`config.mk`:
```
export PLATFORM = sky130hd
export DESIGN_NAME = turn_request_queue
export DESIGN_NICKNAME = d
export VERILOG_FILES = /design/src/rtl/snake_pkg.sv /design/src/rtl/turn_request_queue.sv
export SDC_FILE = /design/constraint.sdc
export NUM_CORES = 1
export LEC_CHECK = 0
export CAP_MARGIN = 20
export CORE_ASPECT_RATIO = 1.75
export CORE_MARGIN = 2
export CORE_UTILIZATION = 50
export CTS_CLUSTER_SIZE = 10
export DETAILED_ROUTE_END_ITERATION = 10
export PLACE_DENSITY = 0.79
export SYNTH_ARGS = -nofsm -noshare
export SYNTH_HDL_FRONTEND = slang
export SYNTH_SLANG_ARGS = --single-unit
```
`constraint.sdc`:
```
create_clock -name clk -period 3.2 [get_ports clk]
set_input_delay 0.48 -clock clk [delete_from_list [all_inputs] [get_ports clk]]
set_output_delay 0.48 -clock clk [all_outputs]
set_load 0.05 [all_outputs]
```
`src/rtl/snake_pkg.sv`:
```
// Shared snake-game definitions: direction encoding and the reversal test
// used by both the turn queue and the game logic controller.
package snake_pkg;

  localparam int DIR_W = 2;

  localparam logic [DIR_W-1:0] DIR_UP    = 2'b00;
  localparam logic [DIR_W-1:0] DIR_DOWN  = 2'b01;
  localparam logic [DIR_W-1:0] DIR_LEFT  = 2'b10;
  localparam logic [DIR_W-1:0] DIR_RIGHT = 2'b11;

  // Same axis, different sense: the snake would reverse into itself.
  function automatic logic dir_is_opposite(input logic [DIR_W-1:0] a,
                                           input logic [DIR_W-1:0] b);
    return (a[1] == b[1]) && (a[0] != b[0]);
  endfunction

endpackage

```
`src/rtl/turn_request_queue.sv`:
```
// Small FIFO of direction requests applied one per snake move; owns the current direction.
// Build option TURN_QUEUE_BYPASS_EN: an accepted push on an empty queue during a move tick is applied immediately.
module turn_request_queue
  import snake_pkg::*;
#(
  parameter int                 DEPTH    = 4,
  parameter int                 PTR_BITS = 2,
  parameter logic [DIR_W-1:0]   INIT_DIR = DIR_RIGHT
) (
  input  logic                  clk,
  input  logic                  reset_n,
  input  logic                  game_reset_in,
  input  logic [DIR_W-1:0]      direction_in,
  input  logic                  direction_valid_in,
  input  logic                  move_tick_in,
  output logic [DIR_W-1:0]      current_direction_out,
  output logic [PTR_BITS:0]     queue_count_out,
  output logic                  queue_full_out,
  output logic                  drop_pulse_out
);

  localparam logic [PTR_BITS:0]   CNT_ONE  = {{PTR_BITS{1'b0}}, 1'b1};
  localparam logic [PTR_BITS:0]   CNT_FULL = (PTR_BITS + 1)'(DEPTH);
  localparam logic [PTR_BITS-1:0] PTR_ONE  = {{(PTR_BITS - 1){1'b0}}, 1'b1};

  logic [DIR_W-1:0]    r_mem [DEPTH];
  logic [PTR_BITS-1:0] r_head;
  logic [PTR_BITS-1:0] r_tail;
  logic [PTR_BITS:0]   r_count;
  logic [DIR_W-1:0]    r_dir;
  logic                r_full;
  logic                r_drop;

  logic [PTR_BITS-1:0] w_last_idx;
  logic [DIR_W-1:0]    w_ref_dir;
  logic                w_empty;
  logic                w_is_full;
  logic                w_dup;
  logic                w_opp;
  logic                w_pop;
  logic                w_accept;
  logic                w_bypass;
  logic                w_push;
  logic                w_drop;
  logic [PTR_BITS:0]   w_count_nxt;

  assign w_last_idx = r_tail - PTR_ONE;
  assign w_empty    = (r_count == {(PTR_BITS + 1){1'b0}});
  assign w_is_full  = (r_count == CNT_FULL);
  assign w_ref_dir  = w_empty ? r_dir : r_mem[w_last_idx];

  // Classify the incoming request against the reference (pre-pop) direction.
  always_comb begin
    w_dup    = 1'b0;
    w_opp    = 1'b0;
    w_pop    = 1'b0;
    w_accept = 1'b0;
    w_drop   = 1'b0;
    w_pop    = move_tick_in & ~w_empty;
    if (direction_valid_in) begin
      w_dup    = (direction_in == w_ref_dir);
      w_opp    = dir_is_opposite(direction_in, w_ref_dir);
      w_accept = ~w_dup & ~w_opp & (~w_is_full | w_pop);
      w_drop   = ~w_dup & (w_opp | (w_is_full & ~w_pop));
    end else begin
      w_accept = 1'b0;
      w_drop   = 1'b0;
    end
  end

`ifdef TURN_QUEUE_BYPASS_EN
  assign w_bypass = w_accept & move_tick_in & w_empty;
`else
  assign w_bypass = 1'b0;
`endif

  assign w_push = w_accept & ~w_bypass;

  // Occupancy after this cycle's push/pop.
  always_comb begin
    w_count_nxt = r_count;
    if (w_push && !w_pop) begin
      w_count_nxt = r_count + CNT_ONE;
    end else if (!w_push && w_pop) begin
      w_count_nxt = r_count - CNT_ONE;
    end else begin
      w_count_nxt = r_count;
    end
  end

  // Queue storage, pointers, applied direction and status flags.
  always_ff @(posedge clk or negedge reset_n) begin
    if (!reset_n) begin
      for (int i = 0; i < DEPTH; i++) begin
        r_mem[i] <= {DIR_W{1'b0}};
      end
      r_head  <= {PTR_BITS{1'b0}};
      r_tail  <= {PTR_BITS{1'b0}};
      r_count <= {(PTR_BITS + 1){1'b0}};
      r_dir   <= INIT_DIR;
      r_full  <= 1'b0;
      r_drop  <= 1'b0;
    end else if (game_reset_in) begin
      r_head  <= {PTR_BITS{1'b0}};
      r_tail  <= {PTR_BITS{1'b0}};
      r_count <= {(PTR_BITS + 1){1'b0}};
      r_dir   <= INIT_DIR;
      r_full  <= 1'b0;
      r_drop  <= 1'b0;
    end else begin
      if (w_push) begin
        r_mem[r_tail] <= direction_in;
        r_tail        <= r_tail + PTR_ONE;
      end
      if (w_pop) begin
        r_dir  <= r_mem[r_head];
        r_head <= r_head + PTR_ONE;
      end else if (w_bypass) begin
        r_dir <= direction_in;
      end
      r_count <= w_count_nxt;
      r_full  <= (w_count_nxt == CNT_FULL);
      r_drop  <= w_drop;
    end
  end

  assign current_direction_out = r_dir;
  assign queue_count_out       = r_count;
  assign queue_full_out        = r_full;
  assign drop_pulse_out        = r_drop;

endmodule

```
==> results by group <==
Drt
  – Via density: between 5 and 6
  – WL final: approximately 2300 µm
  – Starting DRT DRC Count: 16
  – Antenna Nets Post-Route: 0
  – Vias: 750
  – Drc violations: 0
  – DRT Pass-1 Iters: 4
  – WL per Instance: around 17 µm

Timing
  – Fin Setup TNS: 0 ns
  – Final hold vios: 0
  – Final setup vio count: 0
  – Final Cycle Share: a little under nine tenths
  – Fmax: 0.368 GHz
  – RSZ-0062 raised after global routing: no
  – Slew Limit Fails: 0
  – Rel. slew slack: 44.0%
  – Worst-Margin Slew: around 0.84 ns
  – Clock skew: between 0.004 and 0.005 ns
  – Fin crit period: 2.72 ns
  – Final WS setup: 0.479 ns

GRT
  – First-pass GRT wire length: between 3000 and 4000 µm
  – Total GRT Usage: 20.7%
  – Total global routing overflow: 0
  – Initial antenna violation count: 0
  – Pin count of the biggest net entering global routing: 20
  – Vias in the first global route: 777

Critical path
  – CP cell instances: inv_1, ha_1, mux4_2, mux2i_4, xnor2_4, nand3_4, nor3b_2, mux2_1
  – CP endpoint kind: flip-flop
  – CP Class: flip-flop to flip-flop
  – Cell family with most CP delay: multiplexers
  – Arrival time of the worst setup path: 2.86 ns
  – CP Buf/Inv Count: 1
  – Slowest library cell on the worst path: dfrtp_1
  – Max Fanout on Critical Path: 10
  – Worst Path Required: around 3.3 ns
  – Startpoint Class: flip-flop
  – CP max stage delay: 0.45 ns

CTS
  – CTS H-tree lvls: 1
  – Cts hold-fix bufs: 0
  – Clock-pin slew on the worst setup and hold paths: approximately 0.07 ns
  – CTS root buffer: clkbuf_8
  – Num CTS Buffers: 3
  – Post-CTS Setup Bufs: 0
  – Clock tree buffer depth: 2
  – CTS tree: done
  – Clk_lat worst skew: 0.26 ns
  – CTS Sinks: 19
  – PostCTS Resize Cnt: 0

Floorplanning
  – Die footprint: around 0.0028 mm²
  – Die height: between 60 and 70 µm
  – Die X: ~41 µm
  – Ports: 14
  – Initial Util: 51.7%
  – Placeable Area: 0.00227 mm²
  – Row count: 23

Logic synthesis
  – Main area contributors after synthesis: dfrtp_1, mux2_1, ha_1
  – Ys flop type: dfrtp_1
  – Commonest cells in the netlist: dfrtp_1, mux2_1, nand2_1
  – Mean Syn Cell Area: 12.6 µm²
  – Post-synth EDFFs: 0
  – Synth cell types: 30
  – Largest area contributor in the netlist: dfrtp_1
  – Synth Warn #: 0
  – Ys async rst share: between 90% and 100%
  – Synth Cell Area: 0.00118 mm²
  – Sequential element share of the synthesized area: approximately two fifths
  – Synth Instances: just over 90
  – Yosys top cell area share: a little over a third
  – Number of synthesized register bits: 19
  – Syn_nets: about 110
  – Most common cell in the netlist: dfrtp_1

Pwr
  – Max rail drop VDD: between 400 and 500 µV
  – Static Leak: 0.602 nW
  – P per Cell Area: approximately 990 mW/mm²

Final layout
  – Diode count: 0
  – Fill count: 186
  – Share of layout cells above drive strength 1: 15.7%
  – Final #Nets: about 120
  – Area Growth Syn to Fin: 16.8%

Place
  – Dpl hpwl: about 1800 µm
  – Port bufs: 13
  – RePlAce Congestion: 0.859
  – Place WS: roughly 0.52 ns

Run status
  – Outcome: finished clean

Job
  – Max Cap Viol: 0

Worst hold path
  – Min-Delay Path Class: flip-flop to flip-flop
[stage by stage]
step           hold slack, ns  std cells  cell area, µm²  utilization (%)  total power [mW]
6_report                0.500        133            1370             60.4              1.36
2_1_floorplan           0.184         93            1180                -              1.02
5_1_grt                 0.534        133            1370             60.4              1.45
4_1_cts                 0.505        133            1370             60.4              1.37
3_5_place_dp            0.495        129            1330             58.4              1.20
3_3_place_gp            0.488        129            1330             58.4              1.18
[worst reg2reg max path, delay by kind of cell (launching register included)]
| kind | cells | cell delay [ns] |
|---|---|---|
| flops | 1 | 0.45 |
| simple gates | 2 | 0.57 |
| buf+inv | 1 | 0.13 |
| mux | 3 | 0.94 |
| fa+ha+maj | 1 | 0.35 |
| xor+xnor | 1 | 0.17 |
[sequential cells by signal, indices dropped and copies added, names as in the netlist]
register	flops
current_direction_out	2
r_head	2
r_tail	2
queue_count_out	3
queue_full_out	1
drop_pulse_out	1
r_mem	8
[layer usage]
layer / vias up / wire length [µm] / GRT usage (%)
li1: 362 / - / -
met1: 358 / 811 / 20.0
met2: 23 / 1260 / 36.7
met3: 7 / 88 / 3.90
met4: 0 / 97 / 13.8
met5: - / 0 / 0
[path summary, 6_finish.rpt]
| check | slack (ns) | from | cells after the start | end |
|---|---|---|---|---|
| min in group asynchronous | 0.70 | reset_n | 1 | r_tail[1] |
| hold reg to reg | 0.50 | current_direction_out[0] | 2 | current_direction_out[0] |
| hold / removal | 0.50 | current_direction_out[0] | 2 | current_direction_out[0] |
| max in group asynchronous | 1.98 | reset_n | 1 | r_mem[5] |
| setup / recovery | 0.48 | r_tail[0] | 8 | r_mem[1] |
| setup reg to reg | 0.48 | r_tail[0] | 8 | r_mem[1] |
[cell families (layout without fill, tap and decap cells)]
| family | count (synthesis) | in the layout | synth area share [%] |
|---|---|---|---|
| AOI/OAI and AO/OA | 7 | 7 | 6.06 |
| xor gates and xnor gates | 9 | 9 | 8.30 |
| DFF | 19 | 19 | 40.6 |
| and+or+nand+nor | 27 | 27 | 14.3 |
| muxes | 17 | 17 | 21.0 |
| buffers and inverters | 7 | 22 | 2.34 |
| adders and majority gates | 7 | 7 | 7.45 |
[placed cells by master, fill, tap and decap left out]
| cell type | instances |
|---|---|
| nand3b_1 | 1 |
| o311a_1 | 1 |
| inv_1 | 5 |
| nand3_4 | 1 |
| o41a_1 | 1 |
| a21oi_1 | 1 |
| o21a_1 | 1 |
| mux4_2 | 3 |
| clkbuf_1 | 1 |
| ha_1 | 7 |
| dfstp_2 | 2 |
| mux4_1 | 1 |
| nand3_1 | 4 |
| xnor2_4 | 1 |
| clkbuf_8 | 3 |
| nor3b_2 | 4 |
| xor2_1 | 3 |
| clkdlybuf4s50_1 | 13 |
| mux2_1 | 8 |
| nand2_1 | 8 |
| mux2i_4 | 1 |
| and2_1 | 1 |
| a211oi_2 | 1 |
| dfrtp_1 | 17 |
| o221ai_1 | 1 |
| nor2_1 | 6 |
| and3_1 | 1 |
| mux2i_1 | 4 |
| a41oi_2 | 1 |
| xnor2_1 | 5 |
| or2b_1 | 1 |
[area by class of cell]
type | instances | area, µm² | area share, %
multi-input combinational | 67 | 671 | 48.8
timing repair buffer | 13 | 130 | 9.47
sequential | 19 | 478 | 34.8
clock buffer | 4 | 45.0 | 3.28
inverter | 5 | 18.8 | 1.37
tap | 25 | 31.3 | 2.28
[report_power, final]
group          switching, mW  leakage [nW]  total (mW)  internal, mW
logic                  0.427         0.332       0.781         0.354
registers             0.0831         0.247       0.415         0.332
clock network         0.0772        0.0228       0.166        0.0887
(Power assumes the default switching activity.)
